[src/rtl/rob_wb_arbiter_pkg.sv]
// Shared types and constants for the ROB writeback arbiter.
// Optional age-ordered scan: ROB_AGE_PRIO_EN.
package rob_wb_arbiter_pkg;

    localparam int REQ_NUM   = 5;
    localparam int PORT_NUM  = 2;
    localparam int DATA_W    = 32;
    localparam int TAG_W     = 5;
    localparam int ROB_DEPTH = 16;
    localparam int IDX_W     = $clog2(REQ_NUM);

    localparam logic [TAG_W-1:0] TAG_INVALID = {1'b1, {(TAG_W-1){1'b0}}};

    localparam int REQ_ALU = 0;
    localparam int REQ_FWD = 1;
    localparam int REQ_JMP = 2;
    localparam int REQ_BRN = 3;
    localparam int REQ_MEM = 4;

    typedef logic [IDX_W-1:0] idx_t;

    typedef struct packed {
        logic [TAG_W-1:0]  tag;
        logic [DATA_W-1:0] val;
        logic [DATA_W-1:0] npc;
        logic              npc_en;
    } rob_wr_req_t;

    typedef struct packed {
        logic              valid;
        logic [TAG_W-1:0]  tag;
        logic [DATA_W-1:0] val;
        logic [DATA_W-1:0] npc;
        logic              npc_en;
    } rob_wr_port_t;

    localparam rob_wr_port_t PORT_IDLE = '{
        valid:  1'b0,
        tag:    TAG_INVALID,
        val:    '0,
        npc:    '0,
        npc_en: 1'b0
    };

    function automatic idx_t idx_wrap(int v);
        return idx_t'(v % REQ_NUM);
    endfunction

endpackage

[src/rtl/rob_wb_arbiter_rr_multi_grant.sv]
// Multi-grant selector: walks an index list from a start position
// and hands out up to PORT_NUM one-hot grants in scan order.
module rr_multi_grant
    import rob_wb_arbiter_pkg::*;
(
    input  logic [REQ_NUM-1:0]                req,
    input  idx_t                              start,
    input  logic [REQ_NUM-1:0][IDX_W-1:0]     order,
    output logic [PORT_NUM-1:0][REQ_NUM-1:0]  gnt,
    output idx_t                              last,
    output logic                              any
);

    int   cnt;
    idx_t idx;

    always_comb begin
        gnt  = '0;
        last = '0;
        any  = 1'b0;
        cnt  = 0;
        idx  = '0;
        for (int k = 0; k < REQ_NUM; k++) begin
            idx = order[idx_wrap(int'(start) + k)];
            if (req[idx] && cnt < PORT_NUM) begin
                for (int p = 0; p < PORT_NUM; p++) begin
                    if (p == cnt) gnt[p][idx] = 1'b1;
                end
                last = idx;
                any  = 1'b1;
                cnt  = cnt + 1;
            end
        end
    end

endmodule

[src/rtl/rob_wb_arbiter.sv]
// Arbitrates execute/writeback results onto PORT_NUM registered ROB ports.
// Define ROB_AGE_PRIO_EN to scan oldest-first instead of round-robin.
module rob_wb_arbiter
    import rob_wb_arbiter_pkg::*;
(
    input  logic                         clk,
    input  logic                         rst,
    input  logic                         flush,
    input  logic                         rob_busy,
    input  logic [TAG_W-2:0]             rob_head,
    input  logic [REQ_NUM-1:0]           req_valid,
    output logic [REQ_NUM-1:0]           req_ready,
    input  logic [REQ_NUM*TAG_W-1:0]     req_tag,
    input  logic [REQ_NUM*DATA_W-1:0]    req_val,
    input  logic [REQ_NUM*DATA_W-1:0]    req_npc,
    input  logic [REQ_NUM-1:0]           req_npc_en,
    output logic [PORT_NUM-1:0]          wr_valid,
    output logic [PORT_NUM*TAG_W-1:0]    wr_tag,
    output logic [PORT_NUM*DATA_W-1:0]   wr_val,
    output logic [PORT_NUM*DATA_W-1:0]   wr_npc,
    output logic [PORT_NUM-1:0]          wr_npc_en,
    output logic                         dup_err
);

    rob_wr_req_t                     req [REQ_NUM];
    rob_wr_port_t                    nxt [PORT_NUM];
    rob_wr_port_t                    q   [PORT_NUM];
    logic [REQ_NUM-1:0]              elig;
    logic [REQ_NUM-1:0]              drop;
    logic [REQ_NUM-1:0]              sel_req;
    logic [REQ_NUM-1:0]              granted;
    logic [PORT_NUM-1:0][REQ_NUM-1:0] gnt;
    logic [REQ_NUM-1:0][IDX_W-1:0]   order;
    idx_t                            start;
    idx_t                            gnt_last;
    idx_t                            rr_ptr;
    logic                            gnt_any;
    logic                            stall;
    logic                            dup_hit;

    always_comb begin
        for (int i = 0; i < REQ_NUM; i++) begin
            req[i].tag    = req_tag[i*TAG_W +: TAG_W];
            req[i].val    = req_val[i*DATA_W +: DATA_W];
            req[i].npc    = req_npc[i*DATA_W +: DATA_W];
            req[i].npc_en = req_npc_en[i];
            elig[i] = req_valid[i] & ~req[i].tag[TAG_W-1];
            drop[i] = req_valid[i] &  req[i].tag[TAG_W-1];
        end
    end

    assign stall   = rob_busy | flush;
    assign sel_req = stall ? '0 : elig;

`ifdef ROB_AGE_PRIO_EN
    // Stable rank by distance from head; ties resolve to the lower index.
    logic [TAG_W-2:0] key [REQ_NUM];
    int               rnk;
    logic             unused_ptr;

    always_comb begin
        order = '0;
        rnk   = 0;
        for (int i = 0; i < REQ_NUM; i++) begin
            key[i] = req[i].tag[TAG_W-2:0] - rob_head;
        end
        for (int i = 0; i < REQ_NUM; i++) begin
            rnk = 0;
            for (int j = 0; j < REQ_NUM; j++) begin
                if (key[j] < key[i] || (key[j] == key[i] && j < i))
                    rnk = rnk + 1;
            end
            for (int r = 0; r < REQ_NUM; r++) begin
                if (r == rnk) order[r] = idx_t'(i);
            end
        end
    end

    assign start      = '0;
    assign unused_ptr = ^gnt_last ^ gnt_any;
`else
    logic unused_head;

    always_comb begin
        for (int k = 0; k < REQ_NUM; k++) order[k] = idx_t'(k);
    end

    assign start       = rr_ptr;
    assign unused_head = ^rob_head;
`endif

    rr_multi_grant u_sel (
        .req   (sel_req),
        .start (start),
        .order (order),
        .gnt   (gnt),
        .last  (gnt_last),
        .any   (gnt_any)
    );

    always_comb begin
        granted = '0;
        dup_hit = 1'b0;
        for (int p = 0; p < PORT_NUM; p++) begin
            granted = granted | gnt[p];
            nxt[p]  = PORT_IDLE;
            for (int i = 0; i < REQ_NUM; i++) begin
                if (gnt[p][i]) begin
                    nxt[p].valid  = 1'b1;
                    nxt[p].tag    = req[i].tag;
                    nxt[p].val    = req[i].val;
                    nxt[p].npc    = req[i].npc;
                    nxt[p].npc_en = req[i].npc_en;
                end
            end
        end
        for (int a = 0; a < PORT_NUM; a++) begin
            for (int b = a + 1; b < PORT_NUM; b++) begin
                if (nxt[a].valid && nxt[b].valid && nxt[a].tag == nxt[b].tag)
                    dup_hit = 1'b1;
            end
        end
    end

    assign req_ready = stall ? '0 : (granted | drop);

    always_ff @(posedge clk or negedge rst) begin
        if (!rst) begin
            for (int p = 0; p < PORT_NUM; p++) q[p] <= PORT_IDLE;
            rr_ptr  <= '0;
            dup_err <= 1'b0;
        end else if (flush) begin
            for (int p = 0; p < PORT_NUM; p++) q[p] <= PORT_IDLE;
        end else if (!rob_busy) begin
            for (int p = 0; p < PORT_NUM; p++) q[p] <= nxt[p];
`ifndef ROB_AGE_PRIO_EN
            if (gnt_any) rr_ptr <= idx_wrap(int'(gnt_last) + 1);
`endif
            if (dup_hit) dup_err <= 1'b1;
        end
    end

    always_comb begin
        for (int p = 0; p < PORT_NUM; p++) begin
            wr_valid[p]                  = q[p].valid;
            wr_tag[p*TAG_W +: TAG_W]     = q[p].tag;
            wr_val[p*DATA_W +: DATA_W]   = q[p].val;
            wr_npc[p*DATA_W +: DATA_W]   = q[p].npc;
            wr_npc_en[p]                 = q[p].npc_en;
        end
    end

endmodule
[config.mk]
export PLATFORM = sky130hd
export DESIGN_NAME = rob_wb_arbiter
export DESIGN_NICKNAME = d
export VERILOG_FILES = /design/src/rtl/rob_wb_arbiter_pkg.sv /design/src/rtl/rob_wb_arbiter_rr_multi_grant.sv /design/src/rtl/rob_wb_arbiter.sv
export SDC_FILE = /design/constraint.sdc
export NUM_CORES = 1
export LEC_CHECK = 0
export ABC_CLOCK_PERIOD_IN_PS = 14340
export CORE_AREA = 2 2 201 203
export DETAILED_ROUTE_END_ITERATION = 8
export DIE_AREA = 0 0 203 205
export HOLD_SLACK_MARGIN = 0.06
export PLACE_DENSITY = 0.66
export SETUP_SLACK_MARGIN = 0.5
export SLEW_MARGIN = 20
export SYNTH_ARGS = -nofsm -noshare
export SYNTH_HDL_FRONTEND = slang
export SYNTH_SLANG_ARGS = --single-unit
[constraint.sdc]
create_clock -name clk -period 14.34 [get_ports clk]
set_input_delay 3.585 -clock clk [delete_from_list [all_inputs] [get_ports clk]]
set_output_delay 3.585 -clock clk [all_outputs]
set_load 0.1 [all_outputs]
==> results of run 1 <==
[layer usage]
layer	wire, um	track usage	up-vias
met2	31080	0.5037	904
met5	0	0	-
met1	26620	0.3905	7914
li1	-	-	7322
met4	2396	0.1358	0
met3	5831	0.06618	149
[cells in the mapped netlist (13+ instances only)]
cell type,instances,area [um^2]
inv_1,94,352.8
nor3_1,18,90.09
or3_1,69,431.7
dfrtp_1,144,3603
o22ai_1,70,437.9
a221oi_1,65,569.3
mux2_2,68,765.7
nor2_1,162,608.1
o21ai_0,29,145.1
nand3_1,18,90.09
nand2b_1,13,81.33
nand2_1,245,919.6
a211oi_1,74,555.5
ha_1,29,362.9
buf_2,47,235.2
a22oi_1,63,473.0
buf_1,14,52.55
a221oi_2,70,1051
a21oi_1,154,770.7
clkbuf_1,95,356.6
[worst min-delay path: cells and delay by family, from the launching register on]
family	cells	cell delay [ps]
flip-flops	1	380
AO/OA/AOI/OAI	1	60
buffers and inverters	1	50
[stage by stage]
stage | worst slack [ps] | instance area, um^2
2_1_floorplan | 1057 | 13810
3_3_place_gp | 1656 | 19060
3_5_place_dp | 1620 | 19060
4_1_cts | 1643 | 19650
5_1_grt | 1219 | 19690
6_report | 1710 | 19690
[sequential cells by signal, summed over array words and instances, names as in the netlist]
register,count
dup_err,1
wr_npc,64
wr_tag,10
wr_val,64
wr_valid,2
wr_npc_en,2
rr_ptr,3
[logic make-up after synthesis]
logic type / synth area share
xor+xnor: 0.01015
flops: 0.2647
fa+ha+maj: 0.02772
buf+inv: 0.08117
simple gates: 0.1953
compound gates: 0.3567
mux: 0.06423
[worst min-delay path by stage]
stage                           from               endpoint  slack, ps  depth (start not counted)
5_1_grt          dup_err$_DFFE_PN0P_    dup_err$_DFFE_PN0P_        500                          1
3_5_place_dp     dup_err$_DFFE_PN0P_    dup_err$_DFFE_PN0P_        460                          1
4_1_cts          dup_err$_DFFE_PN0P_    dup_err$_DFFE_PN0P_        490                          1
2_1_floorplan  wr_tag[9]$_DFFE_PN1P_  wr_tag[9]$_DFFE_PN1P_        680                          2
6_report       wr_tag[4]$_DFFE_PN1P_  wr_tag[4]$_DFFE_PN1P_        490                          2
3_3_place_gp   wr_tag[4]$_DFFE_PN1P_  wr_tag[4]$_DFFE_PN1P_        450                          2
[cell type report]
cell class | count | area (um^2) | area share
multi-input combinational | 1343 | 9100 | 0.4622
clock buffer | 22 | 464.2 | 0.02358
timing repair buffer | 535 | 5319 | 0.2701
clock inverter | 10 | 125.1 | 0.006354
inverter | 95 | 356.6 | 0.01811
sequential | 146 | 3656 | 0.1857
tap | 525 | 656.9 | 0.03336
antenna | 5 | 12.51 | 0.0006354
==> results_dict.tcl, run 1 <==
set metrics [dict create \
    outcome "completed" \
    viasPerCell 6.076 \
    grt_usage 0.3079 \
    ys_seq_area_frac 0.2647 \
    start_util 0.3509 \
    core_um2 39370 \
    rr_worst_depth 29 \
    ioPinCount 511 \
    relSlewSlack 0.2268 \
    area_delta_synth_final_pct 42.56 \
    path_class "input pin to primary output" \
    postSynthAreaPerCell_um2 7.884 \
    synth_area_um2 13810 \
    antenna_found_initial 4 \
    fin_crit_ps 12630 \
    period_share 0.8808 \
    postCtsResizedCells 0 \
    setup_viol 0 \
    dp_cells 2643 \
    rsz0062_at_grt "no" \
    final_cell_mix "clkdlybuf4s50_1, nand2_1, nor2_1" \
    drv_cap 0 \
    clock_path_buffers 2 \
    setup_tns_ps 0 \
    rows 73 \
    slowest_stage "fa_1" \
    drt_pass1_iterations 5 \
    ant_nets 0 \
    gp_congestion 0.9312 \
    layout-drive-gt1-share 0.1102 \
    nNetsFinal 2531 \
    crit_cells 19 \
    cts_tree "done" \
    vias 16290 \
    grt_start_max_net_pins 138 \
    crit_end "req_ready[1]" \
    fillerInstances 3813 \
    whs_ps 489.7 \
    synth_edf_count 0 \
    cts_root_buf "clkbuf_16" \
    holdCritPathClass "flop to flop" \
    yosysUniqueCellTypes 93 \
    wl_um 65930 \
    ys_ff_latch 146 \
    io_buffers 506 \
    post_cts_buffers 0 \
    end_kind "primary output" \
    drtIter0Drc 1351 \
    fin_util 0.5002 \
    layout_commonest_cell "clkdlybuf4s50_1" \
    path_clk_slew_ps 70 \
    grt_pass1_vias 15980 \
    drv_slew 0 \
    synth_ff_type "dfrtp_1" \
    clkLatencyLatePin_ps 450 \
    finish.cell_count_without_fillers 2681 \
    wl_per_cell_um 24.59 \
    die_h_um 205 \
    crit_buf_inv 4 \
    startpoint "rob_busy" \
    h-tree-depth 4 \
    r2r-start "rr_ptr[0]$_DFFE_PN0P_" \
    grt_first_pass_wirelength_um 98470 \
    crit_arrival_ps 9050 \
    rrSetupSlack_ps 4730 \
    crit_path_start_kind "input pin" \
    die_area_um2 41620 \
    cp_top_family "simple AND/OR/NAND/NOR gates" \
    worstReg2RegEnd "dup_err$_DFFE_PN0P_" \
    worst_slew_pin_slew_ps 1156 \
    fp.dieW_um 203 \
    required_ps 10760 \
    hold_buffers 0 \
    cts_sinks 146 \
    final-hold-violation-count 0 \
    cts_buffers 17 \
    drc 0 \
    crit_chain "buf_6 > or2_1 > nor3b_1 > buf_4 > nand2_1 > a222oi_1 > and2_0 > ha_1 > a211oi_1 > fa_1 > inv_1 > ha_1 > nand2b_1 > nor3_1 > a311oi_1 > nand2_4 > a211oi_1 > nor2_1 > buf_4" \
    fmax_mhz 79.17 \
    max_stage_delay_ps 600 \
    yosys_warnings 0 \
    dpl.hpwl_um 45470 \
    ys_async_sr_fraction 1.000 \
    fin_worst_skew_ps 13.97 \
    netlist_instances 1752 \
    gr-total-overflow 0 \
    synth.net_count 2145 \
    cp_max_fo 118 \
]
Power of run 1 is left out: the tool's default activity adds up to more than one toggle a clock period on the data nets, which glitch-free logic cannot reach.
==> run 2, diff against run 1 <==
Settings changed: SLEW_MARGIN 20 to 15.
==> run 2 against run 1 <==
Fmax decreased by 0.20%. Clock skew increased by 2.1 ps. Utilization decreased by 0.070 points. Final cell count about the same. Global-route usage unchanged. Die area unchanged. Final area decreased by 0.14%. Via count decreased by 0.50%. Clock-buffer cell count unchanged. Sequential cell count unchanged. Worst hold slack got worse by 1.8 ps. First-iteration DRC count decreased by 2.7%.
==> results_dict.tcl, run 2 (synthesis results as in run 1) <==
set metrics [dict create \
    worstReg2RegEnd "dup_err$_DFFE_PN0P_" \
    rows 73 \
    die_h_um 205 \
    area_delta_synth_final_pct 42.36 \
    crit_path_start_kind "input pin" \
    viasPerCell 6.047 \
    rrSetupSlack_ps 4670 \
    crit_chain "buf_6 > or2_1 > nor3b_1 > buf_4 > nand2_1 > a222oi_1 > and2_0 > ha_1 > a211oi_1 > fa_1 > inv_1 > ha_1 > nand2b_1 > nor3_1 > a311oi_1 > nand2_4 > a211oi_1 > nor2_1 > buf_4" \
    ant_nets 0 \
    rsz0062_at_grt "no" \
    worst_slew_pin_slew_ps 1148 \
    io_buffers 506 \
    path_class "input pin to primary output" \
    clkLatencyLatePin_ps 450 \
    vias 16210 \
    outcome "completed" \
    fin_worst_skew_ps 16.09 \
    hold_start "wr_tag[4]$_DFFE_PN1P_" \
    drv_cap 0 \
    clock_path_buffers 2 \
    grt_start_max_net_pins 138 \
    wl_per_cell_um 24.60 \
    die_area_um2 41620 \
    fin_crit_ps 12660 \
    drc 0 \
    period_share 0.8826 \
    grt_pass1_vias 15980 \
    cts_buffers 17 \
    fillerInstances 3817 \
    required_ps 10760 \
    grt_usage 0.3079 \
    start_util 0.3509 \
    fmax_mhz 79.01 \
    end_kind "primary output" \
    drt_pass1_iterations 6 \
    max_stage_delay_ps 600 \
    cts_tree "done" \
    wl_um 65930 \
    dpl.hpwl_um 45470 \
    antenna_found_initial 4 \
    setup_tns_ps 0 \
    fp.dieW_um 203 \
    rr_worst_depth 29 \
    cts_sinks 146 \
    final_cell_mix "clkdlybuf4s50_1, nand2_1, nor2_1" \
    drv_slew 0 \
    ioPinCount 511 \
    crit_arrival_ps 9070 \
    gr-total-overflow 0 \
    core_um2 39370 \
    gp_congestion 0.9312 \
    postCtsResizedCells 0 \
    nNetsFinal 2530 \
    cts_root_buf "clkbuf_16" \
    layout-drive-gt1-share 0.1098 \
    path_clk_slew_ps 70 \
    r2r-start "rr_ptr[0]$_DFFE_PN0P_" \
    relSlewSlack 0.2322 \
    slowest_stage "fa_1" \
    grt_first_pass_wirelength_um 98470 \
    post_cts_buffers 0 \
    drtIter0Drc 1314 \
    final-hold-violation-count 0 \
    hold_path_depth 2 \
    hold_buffers 0 \
    h-tree-depth 4 \
    layout_commonest_cell "clkdlybuf4s50_1" \
    setup_viol 0 \
    holdCritPathClass "flop to flop" \
    hold_path_end "wr_tag[4]$_DFFE_PN1P_" \
    cp_max_fo 118 \
]
## run 2: cell count changes in the layout (fill, tap and decap cells not counted), sizes merged
cell,before,now
buf,37,36
## run 2: worst max path at each step
| stage | start | endpoint | slack [ps] | cells after the start |
|---|---|---|---|---|
| 5_1_grt | rob_busy | req_ready[1] | 1220 | 19 |
| 2_1_floorplan | flush | req_ready[3] | 1060 | 21 |
| 3_5_place_dp | rob_busy | req_ready[1] | 1620 | 19 |
| 6_report | rob_busy | req_ready[1] | 1680 | 19 |
| 3_3_place_gp | rob_busy | req_ready[1] | 1660 | 19 |
| 4_1_cts | rob_busy | req_ready[1] | 1640 | 19 |
## run 2: final cells by class
| class | count | area [um^2] | area share |
|---|---|---|---|
| Antenna cell | 5 | 12.51 | 0.0006363 |
| Clock buffer | 22 | 464.2 | 0.02361 |
| Clock inverter | 10 | 125.1 | 0.006363 |
| Inverter | 95 | 356.6 | 0.01814 |
| Multi-Input combinational cell | 1343 | 9100 | 0.4628 |
| Sequential cell | 146 | 3656 | 0.1859 |
| Tap cell | 525 | 656.9 | 0.03341 |
| Timing Repair Buffer | 534 | 5291 | 0.2691 |
## run 2: per-layer routing
metal / track usage / up-vias / wire (um)
li1: - / 7323 / -
met4: 0.1358 / 0 / 2574
met3: 0.06618 / 157 / 5239
met5: 0 / - / 0
met1: 0.3905 / 7901 / 27130
met2: 0.5037 / 826 / 30990
## run 2: metrics by stage
| stage | cells | util | hold slack (ps) | worst slack (ps) | area [um^2] |
|---|---|---|---|---|---|
| 2_1_floorplan | 1752 | - | 682.2 | 1057 | 13810 |
| 3_3_place_gp | 2643 | 0.4842 | 453.4 | 1656 | 19060 |
| 3_5_place_dp | 2643 | 0.4842 | 458.8 | 1620 | 19060 |
| 4_1_cts | 2675 | 0.4992 | 490.1 | 1643 | 19650 |
| 5_1_grt | 2679 | 0.4994 | 497.6 | 1219 | 19660 |
| 6_report | 2680 | 0.4995 | 487.9 | 1684 | 19660 |
## run 2: critical path, delay by kind of cell
| kind | cells | cell delay, ps |
|---|---|---|
| AOI/OAI and AO/OA | 4 | 1480 |
| buffers and inverters | 4 | 850 |
| adders and majority gates | 3 | 1180 |
| and+or+nand+nor | 8 | 1920 |
Power of run 2 is left out for the same reason.
